`src/rtl/seg7_word_decoder.sv`:
```
// Active-low seven-segment pattern stream to packed hex word decoder.
// Optional macro SEG7_BLANK_SKIP_EN: accept and drop all-off (7F) patterns.
module seg7_word_decoder #(
  parameter int DIGITS = 4
) (
  input  logic                  clk,
  input  logic                  reset,
  input  logic                  in_valid,
  output logic                  in_ready,
  input  logic [6:0]            seg,
  output logic                  out_valid,
  input  logic                  out_ready,
  output logic [4*DIGITS-1:0]   out_word,
  output logic                  out_err,
  output logic [3:0]            digit_cnt
);

  localparam int W = 4 * DIGITS;
  localparam logic [3:0] LAST = 4'(DIGITS);

  localparam logic [0:0] COLLECT = 1'b0;
  localparam logic [0:0] HOLD    = 1'b1;

  logic [0:0] state;
  logic [3:0] nib;
  logic       inv;
  logic       blank;
  logic       take;
  logic [3:0] cnt_next;

  // Pattern lookup; unknown patterns map to zero and flag invalid.
  always_comb begin
    nib = 4'h0;
    inv = 1'b0;
    case (seg)
      7'h40: nib = 4'h0;
      7'h79: nib = 4'h1;
      7'h24: nib = 4'h2;
      7'h30: nib = 4'h3;
      7'h19: nib = 4'h4;
      7'h12: nib = 4'h5;
      7'h02: nib = 4'h6;
      7'h78: nib = 4'h7;
      7'h00: nib = 4'h8;
      7'h10: nib = 4'h9;
      7'h08: nib = 4'hA;
      7'h03: nib = 4'hB;
      7'h27: nib = 4'hC;
      7'h21: nib = 4'hD;
      7'h06: nib = 4'hE;
      7'h0E: nib = 4'hF;
      default: inv = 1'b1;
    endcase
  end

`ifdef SEG7_BLANK_SKIP_EN
  assign blank = (seg == 7'h7F);
`else
  assign blank = 1'b0;
`endif

  assign in_ready  = (state == COLLECT);
  assign out_valid = (state == HOLD);
  assign take      = in_valid && !blank;
  assign cnt_next  = digit_cnt + 4'd1;

  // Collect digits into the word, then hold it until consumed.
  always_ff @(posedge clk) begin
    if (reset) begin
      state     <= COLLECT;
      out_word  <= '0;
      out_err   <= 1'b0;
      digit_cnt <= 4'd0;
    end else begin
      case (state)
        COLLECT: begin
          if (take) begin
            out_word  <= (out_word << 4) | W'(nib);
            out_err   <= out_err | inv;
            digit_cnt <= cnt_next;
            if (cnt_next == LAST)
              state <= HOLD;
          end
        end
        default: begin
          if (out_ready) begin
            state     <= COLLECT;
            out_err   <= 1'b0;
            digit_cnt <= 4'd0;
          end
        end
      endcase
    end
  end

endmodule

```
`config.mk`:
```
export PLATFORM = sky130hd
export DESIGN_NAME = seg7_word_decoder
export DESIGN_NICKNAME = d
export VERILOG_FILES = /design/src/rtl/seg7_word_decoder.sv
export SDC_FILE = /design/constraint.sdc
export NUM_CORES = 1
export LEC_CHECK = 0
export CORE_MARGIN = 2
export CORE_UTILIZATION = 43
export CTS_BUF_LIST = sky130_fd_sc_hd__clkbuf_8
export DETAILED_ROUTE_END_ITERATION = 16
export PLACE_DENSITY = 0.83
export SLEW_MARGIN = 5
export SYNTH_ARGS = -nofsm -noshare
export SYNTH_HDL_FRONTEND = slang
export SYNTH_SLANG_ARGS = --single-unit
```
`constraint.sdc`:
```
create_clock -name clk -period 2.1 [get_ports clk]
set_clock_uncertainty 0.15 [all_clocks]
set_input_delay 0.63 -clock clk [delete_from_list [all_inputs] [get_ports clk]]
set_output_delay 0.63 -clock clk [all_outputs]
set_load 0.005 [all_outputs]
```
==> results of run 1 <==
[per-layer routing]
layer / part of all wire (%) / up-vias / routed length, um
met5: 0 / - / 0
met4: 1.5 / 0 / 48
met3: 3.1 / 8 / 99
met2: 53 / 45 / 1700
met1: 43 / 590 / 1380
li1: - / 625 / -
[what timing repair did]
action                     CTS  global route
setup endpoints to repair    4             5
resized for setup            6             4
pin swaps                    5             0
hold buffers                 0             0
setup buffers                1             0
[state kept, by name, summed over array words and instances (netlist names)]
name       count
out_valid      1
out_err        1
digit_cnt      4
out_word      16
[kinds of logic (layout without fill, tap and decap cells)]
kind of cell,after synthesis,after routing
xor+xnor,2,2
compound gates,42,42
simple gates,64,64
fa+ha+maj,1,1
buf+inv,15,67
flops,22,22
[placed cells by master (no fill, tap or decap), types with 4 or more instances in the layout]
cell type	instances
sky130_fd_sc_hd__nand2_1	29
sky130_fd_sc_hd__clkdlybuf4s50_1	26
sky130_fd_sc_hd__buf_4	25
sky130_fd_sc_hd__dfxtp_1	21
sky130_fd_sc_hd__a21oi_1	19
sky130_fd_sc_hd__nor2_1	10
sky130_fd_sc_hd__dlygate4sd2_1	6
sky130_fd_sc_hd__inv_1	4
[report_power, final]
part | total [mW] | switching (mW) | internal (mW)
Sequential | 0.443 | 0.0120 | 0.431
Combinational | 0.179 | 0.0809 | 0.0976
Clock | 0.396 | 0.142 | 0.255
[worst min path at each step]
stage	from	cells past startpoint	to	slack (ns)
2_1_floorplan	out_word[12]$_SDFFE_PP0P_	2	out_word[12]$_SDFFE_PP0P_	0.30
3_3_place_gp	out_word[15]$_SDFFE_PP0P_	2	out_word[15]$_SDFFE_PP0P_	0.29
3_5_place_dp	out_word[12]$_SDFFE_PP0P_	2	out_word[12]$_SDFFE_PP0P_	0.31
4_1_cts	out_word[12]$_SDFFE_PP0P_	2	out_word[12]$_SDFFE_PP0P_	0.32
5_1_grt	out_word[14]$_SDFFE_PP0P_	2	out_word[14]$_SDFFE_PP0P_	0.34
6_report	out_word[15]$_SDFFE_PP0P_	2	out_word[15]$_SDFFE_PP0P_	0.32
[cell type report]
cell class,count,area share [%]
multi-input cells,109,37.4
repair buffers,59,30.4
flip-flops and latches,22,25.2
clock buffers,3,2.35
well taps,30,2.14
clock inverters,1,1.71
inverters,4,0.855
[tightest hold or removal path, delay by kind of cell (launching register included)]
family,cells,cell delay [ns]
DFF,1,0.32
AOI/OAI and AO/OA,1,0.06
and+or+nand+nor,1,0.05
==> impl_metrics.json, run 1 <==
{
  "status": "completed",
  "synth_ff_type": "sky130_fd_sc_hd__dfxtp_1",
  "rsz_0062_raised_after_global_routing": "false",
  "finalSetupViolations": 0,
  "irDropWorstVdd_v": 0.000509,
  "cpPeakStageDelay_ns": 0.50,
  "grt_met2_usage_pct": 38.3,
  "postSynthRegisterBits": 22,
  "power_density_mw_per_mm2": 580,
  "worst-endpoint-required_ns": 1.32,
  "arrival_ns": 1.22,
  "cp_max_fo": 9,
  "synth.most_common_cell": "sky130_fd_sc_hd__nand2_1",
  "routed_wl_um": 3230,
  "drtIter0Drc": 19,
  "setup.worst_path.start_class": "flip-flop",
  "finalCoreUtilization_pct": 70.2,
  "grt_start_max_net_pins": 20,
  "groute.layer.met3.usage_pct": 1.63,
  "post-route-worst-setup-slack_ns": 0.104,
  "antenna-diode-count": 0,
  "placementRows": 18,
  "path_buf_inv": 2,
  "number_of_nets_in_the_synthesized_netlist": 158,
  "synth_seq_area_share_pct": 38.3,
  "synth.top_cells.by_count": "29 x sky130_fd_sc_hd__nand2_1, 22 x sky130_fd_sc_hd__dfxtp_1, 19 x sky130_fd_sc_hd__a21oi_1, 10 x sky130_fd_sc_hd__nor2_1, 9 x sky130_fd_sc_hd__clkbuf_1",
  "finalCriticalPeriod_ns": 2.00,
  "timing.reg2reg.setup_slack_ns": 0.74,
  "hold_path.class": "flip-flop to flip-flop",
  "max_freq_mhz": 501,
  "drive_above_1_share_pct": 19.2,
  "route.antenna.remaining_nets": 0,
  "tns_ns": 0,
  "timing.critical_path.max_delay_family": "buffers and inverters",
  "synth_edf_count": 0,
  "cts_max_level": 1,
  "cts-root-buf": "sky130_fd_sc_hd__clkbuf_8",
  "totalPowerFinal_mw": 1.02,
  "final-instance-count-excl-fill": 228,
  "timing_max_transition_violations_final": 0,
  "detail_route.drc_violations": 0,
  "critical_path.endpoint_type": "output port",
  "die_y_um": 55.7,
  "gp_congestion": 0.834,
  "route.detailed.wl_per_inst_um": 14.1,
  "synth.cell_area_mm2": 0.00115,
  "boundaryPins": 34,
  "r2r-end": "digit_cnt[3]$_SDFFE_PP0P_",
  "muxShareOfSynthArea_pct": 0,
  "synth.distinct_cells": 42,
  "reg2regPathDepth": 3,
  "layout.area.seq_um2": 442,
  "cts_tree": "built",
  "synth_area_in_compound_gates_pct": 23.9,
  "total_placed_instance_area_mm2": 0.00167,
  "worst_slew_pin_slew_ns": 0.375,
  "slew_headroom_pct": 74.4,
  "startpoint": "out_valid$_SDFF_PP0_",
  "route.vias.total": 1268,
  "drv.max_cap_violation_count": 0,
  "post-place-ws_ns": -0.420,
  "clockBufferDepth": 2,
  "gr-total-overflow": 0,
  "gr-usage-met1_pct": 23.2,
  "synth.top_cells.by_area": "sky130_fd_sc_hd__dfxtp_1 38%, sky130_fd_sc_hd__nand2_1 9.5%, sky130_fd_sc_hd__a21oi_1 8.3%, sky130_fd_sc_hd__nor2_1 3.3%, sky130_fd_sc_hd__clkbuf_1 2.9%",
  "vias_per_cell": 5.56,
  "hold_slack_ns": 0.319,
  "cts.sink_count": 22,
  "yosys_warnings": 0,
  "critical_path_depth": 2,
  "crit_path_slowest_cell": "sky130_fd_sc_hd__clkdlybuf4s50_1",
  "die_footprint_mm2": 0.00310,
  "dp_cells": 223,
  "area_growth_pct": 52.7,
  "first_global_vias": 1209,
  "final_cell_area_mm2": 0.00176,
  "wire_length_of_the_first_global_routing_pass_um": 5110,
  "synthesized_area_fraction_occupied_by_and_or_nand_nor_cells_pct": 29.6,
  "detailedPlacementHpwl_um": 2460,
  "top_usage_layer": "met2",
  "placeableCoreArea_mm2": 0.00250,
  "port_buffers": 33,
  "clock_latency_ns": 0.26,
  "main_combinational_cell_family_by_area_after_synthesis": "simple AND/OR/NAND/NOR gates",
  "post-synth-top-area-cell": "sky130_fd_sc_hd__dfxtp_1",
  "layout.nets": 211,
  "crit_chain": "inv_1 > clkdlybuf4s50_1",
  "multiInputGateArea_um2": 657,
  "drt_first_pass_iters": 5,
  "synth_top_area_share_pct": 38.3,
  "fp.dieW_um": 55.7,
  "timing.final.crit_share_pct": 95.1,
  "syn-instance-count": 146,
  "synth_xor_xnor_area_share_pct": 1.52,
  "initial_core_utilization_pct": 46.0,
  "crit-reg2reg-launch": "digit_cnt[2]$_SDFFE_PP0P_",
  "worst-setup-path-type": "flip-flop to output port",
  "total_clock_buffers_created_by_cts": 3,
  "path_clk_slew_ns": 0.08,
  "initial_antenna_violation_count": 0,
  "cp-endpoint": "in_ready",
  "syn_area_per_cell_um2": 7.88,
  "timing_hold_violations_final": 0,
  "groute.usage.overall_pct": 20.2,
  "fillerInstances": 212,
  "standby_leakage_power_nw": 0.681,
  "synth-adder-area-share_pct": 1.09,
  "synth-async-reset-ratio_pct": 0
}
Power figures use the tool's default switching activity.
==> run 2: changes to the inputs <==
--- a/config.mk
+++ b/config.mk
@@ -5,11 +5,13 @@
 export SDC_FILE = /design/constraint.sdc
 export NUM_CORES = 1
 export LEC_CHECK = 0
+export ABC_CLOCK_PERIOD_IN_PS = 2100
 export CORE_MARGIN = 2
 export CORE_UTILIZATION = 43
 export CTS_BUF_LIST = sky130_fd_sc_hd__clkbuf_8
 export DETAILED_ROUTE_END_ITERATION = 16
 export PLACE_DENSITY = 0.83
+export SKIP_CTS_REPAIR_TIMING = 1
 export SLEW_MARGIN = 5
 export SYNTH_ARGS = -nofsm -noshare
 export SYNTH_HDL_FRONTEND = slang
==> impl_metrics.json, run 2 (synthesis gave the netlist of run 1 again) <==
{
  "cp_max_fo": 9,
  "route.vias.total": 1262,
  "irDropWorstVdd_v": 0.000515,
  "wire_length_of_the_first_global_routing_pass_um": 5100,
  "finalCriticalPeriod_ns": 2.00,
  "drive_above_1_share_pct": 18.8,
  "arrival_ns": 1.22,
  "layout.nets": 210,
  "gr-usage-met1_pct": 23.2,
  "setup.worst_path.start_class": "flip-flop",
  "cts_max_level": 1,
  "layout.cells.most_common_list": "29 x sky130_fd_sc_hd__nand2_1, 26 x sky130_fd_sc_hd__clkdlybuf4s50_1, 24 x sky130_fd_sc_hd__buf_4, 21 x sky130_fd_sc_hd__dfxtp_1, 19 x sky130_fd_sc_hd__a21oi_1",
  "timing_max_transition_violations_final": 0,
  "path_clk_slew_ns": 0.08,
  "route.antenna.remaining_nets": 0,
  "hold_slack_ns": 0.320,
  "drtIter0Drc": 23,
  "total_placed_instance_area_mm2": 0.00167,
  "fillerInstances": 205,
  "initial_antenna_violation_count": 0,
  "standby_leakage_power_nw": 0.724,
  "groute.layer.met3.usage_pct": 1.63,
  "worst-setup-path-type": "flip-flop to output port",
  "hold_path.class": "flip-flop to flip-flop",
  "first_global_vias": 1212,
  "cpPeakStageDelay_ns": 0.50,
  "largest_reg_flops": 16,
  "crit_path_slowest_cell": "sky130_fd_sc_hd__clkdlybuf4s50_1",
  "rsz_0062_raised_after_global_routing": "false",
  "die_y_um": 55.7,
  "final_cell_area_mm2": 0.00177,
  "max_flop_register": "out_word",
  "groute.usage.overall_pct": 20.1,
  "final_common_cell": "sky130_fd_sc_hd__nand2_1",
  "worst_slew_pin_slew_ns": 0.375,
  "layout_top_registers": "out_word: 16 flops, digit_cnt: 4 flops",
  "grt_start_max_net_pins": 20,
  "timing.critical_path.max_delay_family": "buffers and inverters",
  "cts-root-buf": "sky130_fd_sc_hd__clkbuf_8",
  "post-route-worst-setup-slack_ns": 0.105,
  "post-place-ws_ns": -0.420,
  "path_buf_inv": 2,
  "cts_tree": "built",
  "initial_core_utilization_pct": 46.0,
  "status": "completed",
  "vias_per_cell": 5.56,
  "fp.dieW_um": 55.7,
  "grt_met2_usage_pct": 37.9,
  "gp_congestion": 0.834,
  "worst-endpoint-required_ns": 1.32,
  "cts.sink_count": 22,
  "detailedPlacementHpwl_um": 2460,
  "detail_route.drc_violations": 0,
  "layout.area.seq_um2": 442,
  "antenna-diode-count": 0,
  "area_growth_pct": 54.0,
  "die_footprint_mm2": 0.00310,
  "multiInputGateArea_um2": 657,
  "timing_hold_violations_final": 0,
  "routed_wl_um": 3200,
  "drv.max_cap_violation_count": 0,
  "clock_latency_ns": 0.26,
  "boundaryPins": 34,
  "total_clock_buffers_created_by_cts": 3,
  "placementRows": 18,
  "max_freq_mhz": 501,
  "power_density_mw_per_mm2": 576,
  "finalSetupViolations": 0,
  "timing.final.crit_share_pct": 95.0,
  "placeableCoreArea_mm2": 0.00250,
  "top_usage_layer": "met2",
  "gr-total-overflow": 0,
  "crit_chain": "inv_1 > clkdlybuf4s50_1",
  "port_buffers": 33,
  "tns_ns": 0,
  "critical_path.endpoint_type": "output port",
  "slew_headroom_pct": 74.4,
  "drt_first_pass_iters": 4,
  "route.detailed.wl_per_inst_um": 14.1,
  "clockBufferDepth": 2
}
==> run 2: cell count changes in the layout (fill, tap and decap cells not counted) <==
cell and delta:
sky130_fd_sc_hd__o2111ai_2 -1, sky130_fd_sc_hd__o2111ai_1 +1, sky130_fd_sc_hd__a311oi_2 +1, sky130_fd_sc_hd__buf_4 -1, sky130_fd_sc_hd__dlygate4sd2_1 -6, sky130_fd_sc_hd__a311oi_1 -1
sky130_fd_sc_hd__dlymetal6s2s_1 +6
==> run 2: path summary, 6_finish.rpt <==
check	start	end	slack, ns	cells past startpoint
max	out_valid$_SDFF_PP0_	in_ready	0.10	2
max reg2reg	digit_cnt[2]$_SDFFE_PP0P_	digit_cnt[3]$_SDFFE_PP0P_	0.74	3
min reg2reg	out_word[15]$_SDFFE_PP0P_	out_word[15]$_SDFFE_PP0P_	0.32	2
min	out_word[15]$_SDFFE_PP0P_	out_word[15]$_SDFFE_PP0P_	0.32	2
==> run 2: per-stage QoR <==
step / total power, mW / util, % / cells
final: 1.02 / 70.8 / 227
after global routing: 1.05 / 70.8 / 227
after CTS: 1.02 / 69.6 / 227
after detailed placement: 0.631 / 66.8 / 223
after global placement: 0.628 / 66.8 / 223
after floorplan: 0.530 / - / 146
==> run 2: report_power, final <==
part | internal, mW | total, mW | switching (mW)
registers | 0.431 | 0.443 | 0.0120
logic | 0.0996 | 0.180 | 0.0806
clock network | 0.255 | 0.396 | 0.142
total | 0.785 | 1.02 | 0.234
==> run 2: per-layer routing <==
metal	part of all wire [%]	vias to the layer above
li1	-	624
met1	44	590
met2	52	42
met3	3.1	6
met4	1.4	0
met5	0	-
==> run 2: layout make-up <==
| type | instances | share of cell area [%] |
|---|---|---|
| Clock buffer | 3 | 2.33 |
| Tap cell | 30 | 2.12 |
| Multi-Input combinational cell | 109 | 37.1 |
| Clock inverter | 1 | 1.70 |
| Sequential cell | 22 | 24.9 |
| Inverter | 4 | 0.848 |
| Timing Repair Buffer | 58 | 31.0 |
==> run 2: worst min-delay path, stage by stage, from the launching register on <==
cell                      delay, ns
sky130_fd_sc_hd__dfxtp_1       0.32
sky130_fd_sc_hd__nand2_1       0.05
sky130_fd_sc_hd__a21oi_1       0.06
